[config.mk]
export PLATFORM = sky130hd
export DESIGN_NAME = alu_share_arb
export DESIGN_NICKNAME = d
export VERILOG_FILES = /design/src/rtl/alu_share_arb.sv
export SDC_FILE = /design/constraint.sdc
export NUM_CORES = 1
export LEC_CHECK = 0
export CORE_MARGIN = 1
export CORE_UTILIZATION = 43
export DETAILED_ROUTE_END_ITERATION = 10
export GPL_TIMING_DRIVEN = 0
export PLACE_DENSITY = 0.86
export SLEW_MARGIN = 20
export SYNTH_ARGS = -nofsm -noshare
export SYNTH_HDL_FRONTEND = slang
export SYNTH_SLANG_ARGS = --single-unit
[constraint.sdc]
create_clock -name clk_i -period 2.65 [get_ports clk_i]
set_clock_uncertainty 0.05 [all_clocks]
set_input_delay 0.265 -clock clk_i [delete_from_list [all_inputs] [get_ports clk_i]]
set_output_delay 0.265 -clock clk_i [all_outputs]
set_load 0.005 [all_outputs]
[src/rtl/alu_share_arb.sv]
// Time-shares one combinational ALU between two valid/ready requesters.
// The bench shares this file's module name, so keep it as the design top.
module alu_share_arb #(
  parameter int unsigned WIDTH   = 32,
  parameter int unsigned MUL_LAT = 3
) (
  input  logic             clk_i,
  input  logic             rst_i,
  input  logic             req0_valid_i,
  output logic             req0_ready_o,
  input  logic [WIDTH-1:0] req0_data1_i,
  input  logic [WIDTH-1:0] req0_data2_i,
  input  logic [2:0]       req0_ctrl_i,
  output logic             rsp0_valid_o,
  output logic [WIDTH-1:0] rsp0_data_o,
  input  logic             rsp0_ready_i,
  input  logic             req1_valid_i,
  output logic             req1_ready_o,
  input  logic [WIDTH-1:0] req1_data1_i,
  input  logic [WIDTH-1:0] req1_data2_i,
  input  logic [2:0]       req1_ctrl_i,
  output logic             rsp1_valid_o,
  output logic [WIDTH-1:0] rsp1_data_o,
  input  logic             rsp1_ready_i,
  output logic [WIDTH-1:0] alu_data1_o,
  output logic [WIDTH-1:0] alu_data2_o,
  output logic [2:0]       alu_ctrl_o,
  input  logic [WIDTH-1:0] alu_data_i
);

  localparam int unsigned CNT_W    = (MUL_LAT > 1) ? $clog2(MUL_LAT) : 1;
  localparam logic [2:0]  CTRL_MUL = 3'd5;

  typedef enum logic [1:0] {S_IDLE, S_EXEC, S_RESP} state_t;

  state_t             r_state;
  logic               r_last_grant;
  logic               r_owner;
  logic [CNT_W-1:0]   r_cnt;
  logic [WIDTH-1:0]   r_data1;
  logic [WIDTH-1:0]   r_data2;
  logic [2:0]         r_ctrl;
  logic [WIDTH-1:0]   r_result;
  logic               r_rsp0_valid;
  logic               r_rsp1_valid;

  logic               w_grant0;
  logic               w_grant1;
  logic               w_idle;
  logic               w_accept;
  logic [WIDTH-1:0]   w_sel_data1;
  logic [WIDTH-1:0]   w_sel_data2;
  logic [2:0]         w_sel_ctrl;
  logic               w_rsp_ack;
  logic               w_exec;

  // Round-robin grant: a lone requester wins, a tie goes to the one not served last.
  always_comb begin
    w_grant0    = req0_valid_i && (!req1_valid_i || r_last_grant);
    w_grant1    = req1_valid_i && (!req0_valid_i || !r_last_grant);
    w_idle      = (r_state == S_IDLE) && rst_i;
    w_accept    = w_idle && (w_grant0 || w_grant1);
    w_sel_data1 = w_grant1 ? req1_data1_i : req0_data1_i;
    w_sel_data2 = w_grant1 ? req1_data2_i : req0_data2_i;
    w_sel_ctrl  = w_grant1 ? req1_ctrl_i  : req0_ctrl_i;
    w_rsp_ack   = r_owner ? (r_rsp1_valid && rsp1_ready_i)
                          : (r_rsp0_valid && rsp0_ready_i);
    w_exec      = (r_state == S_EXEC);
  end

  assign req0_ready_o = w_idle && w_grant0;
  assign req1_ready_o = w_idle && w_grant1;

  // ALU inputs are presented only while executing; zero otherwise.
  assign alu_data1_o  = w_exec ? r_data1 : '0;
  assign alu_data2_o  = w_exec ? r_data2 : '0;
  assign alu_ctrl_o   = w_exec ? r_ctrl  : 3'd0;

  assign rsp0_valid_o = r_rsp0_valid;
  assign rsp1_valid_o = r_rsp1_valid;
  assign rsp0_data_o  = r_rsp0_valid ? r_result : '0;
  assign rsp1_data_o  = r_rsp1_valid ? r_result : '0;

  // Sequencer: accept, hold operands for the op latency, then return the result.
  always_ff @(posedge clk_i or negedge rst_i) begin
    if (!rst_i) begin
      r_state      <= S_IDLE;
      r_last_grant <= 1'b1;
      r_owner      <= 1'b0;
      r_cnt        <= '0;
      r_data1      <= '0;
      r_data2      <= '0;
      r_ctrl       <= 3'd0;
      r_result     <= '0;
      r_rsp0_valid <= 1'b0;
      r_rsp1_valid <= 1'b0;
    end else begin
      case (r_state)
        S_IDLE: begin
          if (w_accept) begin
            r_data1 <= w_sel_data1;
            r_data2 <= w_sel_data2;
            r_ctrl  <= w_sel_ctrl;
            r_owner <= w_grant1;
            r_cnt   <= (w_sel_ctrl == CTRL_MUL) ? CNT_W'(MUL_LAT - 1) : '0;
            r_state <= S_EXEC;
          end
        end
        S_EXEC: begin
          if (r_cnt != '0) begin
            r_cnt <= r_cnt - CNT_W'(1);
          end else begin
            r_result     <= alu_data_i;
            r_rsp0_valid <= !r_owner;
            r_rsp1_valid <= r_owner;
            r_state      <= S_RESP;
          end
        end
        S_RESP: begin
          if (w_rsp_ack) begin
            r_last_grant <= r_owner;
            r_rsp0_valid <= 1'b0;
            r_rsp1_valid <= 1'b0;
            r_state      <= S_IDLE;
          end
        end
        default: r_state <= S_IDLE;
      endcase
    end
  end

endmodule

# Yosys cells after proc, flatten, opt, wreduce, memory -nomap -nowiden
# Cells that the tools add are included.
# Widths: inputs -> output; s select.
# word_totals
latchBits,0
in_bits,172
output_inout_bits,135
reg_bits,107
ramBits,0
mem_bits_ro,0
mem_count,0
# classes
n_mux,22
n_shift,0
div_mod_pow,0
add_sub_neg,1
order_cmp,0
bitwise_logic,1
mul,0
n_eq_ne,7
n_reduce_logical,25
# op_table
operator,n
$mux 32,6
$mux 2,6
$reduce_and 3->1,3
$logic_and 1x1->1,8
$mux 3,2
$ne 2x2->1 const B,3
$pmux 2 s3,1
$reduce_and 2->1,3
$reduce_bool 2->1,3
$logic_not 1->1,4
$mux 1,4
$pmux 1 s2,2
$pmux 2 s2,1
$eq 3x3->1 const B,1
$logic_or 1x1->1,3
$eq 2x1->1 const B,1
$eq 2x2->1 const B,1
$logic_not 2->1,1
$ne 2x1->1 const B,1
$sub 2x1->2 const B,1
$not 1->1,1

# Depth between registers and ports, before layout
# Gate-level depths: netlist of run 1.
# logic_depth
depth_word,8
ltp_mapped,7
ltp_nobuf,5

# Worst setup path after synthesis of run 1
# OpenSTA, ideal clock, no wires.
# synth_path
path_kind,register -> register
start,register r_state[0]
end,register r_ctrl[0]
path_slack_ns,1.022
synth_period_minus_slack_ns,1.628
t_arrival_ns,1.453
path_stages_with_launch,7
path_cell_list,dfrtp_1 nor3b_2 nor2b_2 buf_6 buf_12 buf_12 mux2_4
# synth_via
elab_chain_len,4
# synth_lines
item,line_no,text
start: declaration,36,state_t r_state;
start signal: assignment,87,r_state <= S_IDLE;
start signal: assignment,106,r_state <= S_EXEC;
start signal: assignment,116,r_state <= S_RESP;
$logic_not 2->1 (*),"61, 98",
$logic_and 1x1->1,61,w_idle = (r_state == S_IDLE) && rst_i;
$logic_and 1x1->1,62,w_accept = w_idle && (w_grant0 || w_grant1);
$reduce_and 2->1 (no source line) (*),n/a,
end signal: assignment,103,r_ctrl <= w_sel_ctrl;
end: declaration,42,logic [2:0] r_ctrl;
# Mark *: on every way between the ends. The rest lies on a longest branch, timed or not.
# A chain may end at the register's enable or synchronous reset.

# Final worst setup path of run 1
# layout_path
start,input port req1_valid_i
end,output port req1_ready_o
# layout_via
elab_chain_len,2
# layout_lines
item,line_no,text
start: declaration,17,"input logic req1_valid_i,"
$logic_and 1x1->1,60,w_grant1 = req1_valid_i && (!req0_valid_i || !r_last_grant);
$logic_and 1x1->1,72,assign req1_ready_o = w_idle && w_grant1;
end: declaration,18,"output logic req1_ready_o,"
# No other way between the ends.

==> results.toml, run 1 <==
[worst_setup_path]
end_kind = "output port"
crit_chain = "clkdlybuf4s50_1 -> a21boi_4 -> buf_6 -> buf_6 -> and2_1 -> clkdlybuf4s50_1"
cp_slowest_cell = "clkdlybuf4s50_1"
startpoint_type = "input port"
crit_type = "input port to output port"
critPathMaxStageDelay_ns = 0.54
crit_required_ns = 2.34
cp_top_family = "buffers and inverters"
crit_fanout = 10
critPathArrivalTime_ns = 2.25
critPathBufInv = 4

[global_routing]
grt_pass1_vias = 5056
grt_pass1_wl_um = 26600
grt_remaining_overflow = 0
grt.total_usage_pct = 24.5
antenna_found_initial = 0
grt_max_degree = 55

[sta]
fmax_mhz = 390
finalCritPeriodShare_pct = 96.8
rsz0062_at_grt = "no"
layout_min_cycle_time_ns = 2.57
finalSetupViolCount = 0
worst_pin_slew_ns = 0.407
drv_slew = 0
max_slew_margin_pct = 72.9
fin_ws_ns = 0.0846
finalHoldViolCount = 0
hold_ws_ns = 0.426
setup_tns_ns = 0

[pwr]
seqPwrFrac_pct = 33.5
comb_power_share_pct = 53.0
p_leak_uw = 0.00390
powerDensity_mw_per_mm2 = 924
irDropWorstVdd_v = 0.000429
p_int_uw = 6210
clkPwrFrac_pct = 13.5
swShare_pct = 29.8
switchingPower_uw = 2640

[layout]
drive_gt1_share_pct = 26.2
antenna_cells = 0
utilization_pct = 72.1
area_growth_pct = 62.3
n_fill_cell = 940
fin_nets = 967
fin_cells = 973

[drt]
first_pass_iters = 4
final_antenna_net_count = 0
routed-via-count = 4749
wire_per_inst_um = 17.5
routed_wl_um = 17000
vias_per_cell = 4.88
drcViolationCount = 0
drtIter0Drc = 144

[floorplanning]
start_util_pct = 44.4
num_rows = 42
die_w_um = 119
fp.dieH_um = 119
ioPinCount = 307
coreArea_sq_mm = 0.0133
dieArea_sq_mm = 0.0142

[placement]
dp_hpwl_um = 13300
io_buffers = 306
gp_congestion = 0.820
dpl.cell_count = 954
place_ws_ns = 0.0453

[clock_network]
clk_pin_slew_ns = 0.06
htreeDepth = 3
numCtsBuffers = 9
clockBufferDepth = 2
clk_latency_ns = 0.34
clock-root-buffer = "clkbuf_16"
post_cts_buffers = 0
cts_sinks = 107
cts_tree = "yes"

[synthesis]
synth_cells = 471
synth_area_per_cell_sq_um = 12.5
ys_seq_area_share_pct = 45.4
ys_types = 30
yosys_warnings = 0
syn_nets = 644
synth_area_sq_mm = 0.00591
synth-seq-cells = 107

[hold_path]
hold_path.class = "register to register"

[run]
drv_cap = 0

[status]
status = "complete, no violations"
-- stage by stage --
| stage | area, sq um | total power [uW] |
|---|---|---|
| floorplan | 5910 | 5250 |
| global placement | 9190 | 7520 |
| detailed placement | 9220 | 7690 |
| CTS | 9580 | 8950 |
| global route | 9590 | 9430 |
| finish | 9590 | 8860 |
-- cell type report --
type	instances	area, sq um	area share [%]
Timing Repair Buffer	312	3190	33.3
Multi-Input combinational cell	328	3000	31.3
Sequential cell	107	2680	27.9
Clock buffer	11	233	2.43
Buffer	32	225	2.35
Tap cell	176	220	2.30
Clock inverter	3	17.5	0.183
Inverter	4	15.0	0.157
-- cell families after synthesis --
group                      synth area share (%)
AOI/OAI and AO/OA                          1.08
adders and majority gates                 0.212
buffers and inverters                      3.94
DFF                                        45.4
muxes                                      33.6
and+or+nand+nor                            15.8
-- path summary, 6_finish.rpt --
check / depth (start not counted) / to / slack [ns] / from
max: 6 / req1_ready_o / 0.08 / req1_valid_i
max in group asynchronous: 5 / r_data2[8] / 1.11 / rst_i
min reg2reg: 1 / r_cnt[0] / 0.43 / r_cnt[0]
min in group asynchronous: 3 / r_last_grant / 0.52 / rst_i
min: 1 / r_cnt[0] / 0.43 / r_cnt[0]
max reg2reg: 4 / r_data1[28] / 0.73 / r_last_grant
-- placed cells by master, fill, tap and decap left out, drive strengths merged, types with 2 or more instances in the layout --
cell	instances
and2	132
mux2i	2
a21oi	2
dfrtp	106
clkinv	2
inv	4
dlygate4sd3	2
nor2b	2
clkbuf	24
nand2	3
buf	24
nand3b	4
mux2	168
nand2b	2
nor2	2
o22ai	2
clkdlybuf4s50	305
-- power groups by stage --
stage / clock network, uW / registers, uW / logic [uW]
2_1_floorplan: 0 / 2810 / 2440
3_3_place_gp: 0 / 2930 / 4590
3_5_place_dp: 0 / 2990 / 4710
4_1_cts: 1230 / 2960 / 4760
5_1_grt: 1290 / 3080 / 5070
6_report: 1190 / 2970 / 4690
-- cell usage after synthesis (all sizes together) --
library cell / number / area share (%)
mux2: 168 / 33
and2: 132 / 14
dfrtp: 106 / 45
buf: 19 / 2.9
clkbuf: 13 / 0.83
inv: 4 / 0.25
nand3b: 4 / 0.51
nand2: 3 / 0.19
a21oi: 2 / 0.17
mux2i: 2 / 0.34
nand2b: 2 / 0.21
nor2: 2 / 0.13
nor2b: 2 / 0.25
o22ai: 2 / 0.21
a21boi: 1 / 0.32
and3: 1 / 0.11
dfstp: 1 / 0.44
ha: 1 / 0.21
nand3: 1 / 0.085
nor3b: 1 / 0.21
o21ai: 1 / 0.085
o22a: 1 / 0.15
o41ai: 1 / 0.15
or3b: 1 / 0.15
-- sequential cells by signal (all words and copies together) (netlist names) --
register and cells:
r_result 32, r_data2 32, r_cnt 2, r_state 2, rsp1_valid_o 1, r_ctrl 3
r_owner 1, r_data1 32, rsp0_valid_o 1, r_last_grant 1
-- metal layers --
layer  global-route usage, %  part of all wire [%]
met5                       0                     0
met4                    8.31                   1.7
met3                    5.94                   6.4
met2                    45.3                    53
met1                    27.1                    39
-- timing repair --
action | in CTS | in global routing
setup endpoints to repair | 31 | 41
gates cloned | 0 | 0
hold endpoints to repair | 54 | 0
hold buffers | 5 | 0
gates resized for setup | 5 | 2
(Power assumes the default switching activity.)
==> run 2, diff against run 1 <==
Settings changed: PLACE_DENSITY 0.86 to 0.84, SKIP_CTS_REPAIR_TIMING from default to 1.
==> run 2 against run 1 <==
- critical path depth did not move
- combinational power rose by 0.9%
- die area did not move
- setup slack improved by 0.025 ns
- worst hold slack got worse by 0.0027 ns
- via count fell by 0.17%
- sequential share of layout area fell by 0.12 points
- wire length rose by 2.6%
- largest cell class unchanged
==> results.toml, run 2 (same netlist as run 1, synthesis figures left out) <==
[status]
status = "complete, no violations"

[floorplanning]
coreArea_sq_mm = 0.0133
ioPinCount = 307
fp.dieH_um = 119
num_rows = 42
die_w_um = 119
dieArea_sq_mm = 0.0142
start_util_pct = 44.4

[sta]
hold_ws_ns = 0.423
finalCritPeriodShare_pct = 95.9
drv_slew = 0
fin_ws_ns = 0.110
worst_pin_slew_ns = 0.397
rsz0062_at_grt = "no"
layout_min_cycle_time_ns = 2.54
finalHoldViolCount = 0
max_slew_margin_pct = 73.2
finalSetupViolCount = 0
fmax_mhz = 394

[global_routing]
grt.total_usage_pct = 24.7
grt_max_degree = 73
grt_pass1_vias = 5039
grt_remaining_overflow = 0
antenna_found_initial = 0
grt_pass1_wl_um = 26800

[placement]
io_buffers = 306
dp_hpwl_um = 13600
gp_congestion = 0.879
place_area_sq_mm = 0.00922
place_ws_ns = 0.0726

[layout]
fin_nets = 967
finalInstanceArea_sq_mm = 0.00963
final_cell_mix = "clkdlybuf4s50_1, mux2_2, and2_1"
utilization_pct = 72.4
antenna_cells = 0
drive_gt1_share_pct = 26.2
final_common_cell = "clkdlybuf4s50_1"
area_growth_pct = 63.0
n_fill_cell = 959
reg_top3 = "r_data1: 32 flops, r_data2: 32 flops, r_result: 32 flops"

[clock_network]
clock-root-buffer = "clkbuf_16"
cts_tree = "yes"
cts_sinks = 107
clk_pin_slew_ns = 0.06
numCtsBuffers = 9
clk_latency_ns = 0.34
clockBufferDepth = 2
htreeDepth = 3

[drt]
wire_per_inst_um = 17.9
routed_wl_um = 17400
drcViolationCount = 0
routed-via-count = 4741
vias_per_cell = 4.86
final_antenna_net_count = 0
drtIter0Drc = 111
first_pass_iters = 4

[pwr]
irDropWorstVdd_v = 0.000391
powerDensity_mw_per_mm2 = 938
clkPwrFrac_pct = 14.8
switchingPower_uw = 2680
swShare_pct = 29.7
p_leak_uw = 0.00392
p_int_uw = 6350
seqPwrFrac_pct = 32.8
comb_power_share_pct = 52.4

[worst_setup_path]
end_kind = "output port"
crit_type = "input port to output port"
reg2reg_slack_ns = 0.80
crit_required_ns = 2.34
critPathArrivalTime_ns = 2.23
crit_fanout = 10
startpoint_type = "input port"

[hold_path]
hold_path.class = "register to register"

[run]
drv_cap = 0
-- run 2: power groups by stage --
stage                     Combinational [uW]  Sequential (uW)  Clock, uW
after CTS                               4760             2960       1370
after global routing                    5090             3080       1430
after global placement                  4610             2920          0
after floorplan                         2440             2810          0
after detailed placement                4730             2980          0
final                                   4730             2960       1340
-- run 2: final timing paths --
path	from	end	cells past startpoint
worst max-delay path	req1_valid_i	req1_ready_o	6
max in group asynchronous	rst_i	r_data2[10]	5
worst min-delay path	r_cnt[0]	r_cnt[0]	1
min in group asynchronous	rst_i	r_last_grant	3
worst min register to register	r_cnt[0]	r_cnt[0]	1
worst max register to register	r_last_grant	r_data2[9]	5
-- run 2: metal layers --
layer | global-route usage [%] | part of all wire, % | vias up
met4 | 9.81 | 2.5 | 0
met5 | 0 | 0 | -
met1 | 25.6 | 36 | 2265
li1 | - | - | 2239
met2 | 45.9 | 54 | 205
met3 | 7.81 | 7.8 | 32
-- run 2: critical path: stages --
cell and delay (ns):
clkdlybuf4s50_1 0.55, a21boi_4 0.35, buf_6 0.20, buf_6 0.17
and2_1 0.13, clkdlybuf4s50_1 0.55
-- run 2: stage by stage --
stage / setup TNS (ns) / std cells / power [uW]
2_1_floorplan: 0 / 471 / 5250
3_5_place_dp: 0 / 954 / 7720
4_1_cts: -8.75 / 970 / 9090
5_1_grt: 0 / 975 / 9590
3_3_place_gp: -550.65 / 953 / 7530
6_report: 0 / 975 / 9030
-- run 2: layout make-up --
class,count,area [sq um],area share [%]
clock inverters,2,37.5,0.390
multi-input cells,328,3000,31.2
clock buffers,14,254,2.64
plain buffers,32,225,2.34
repair buffers,312,3190,33.2
well taps,176,220,2.29
flip-flops and latches,107,2680,27.8
inverters,4,15.0,0.156
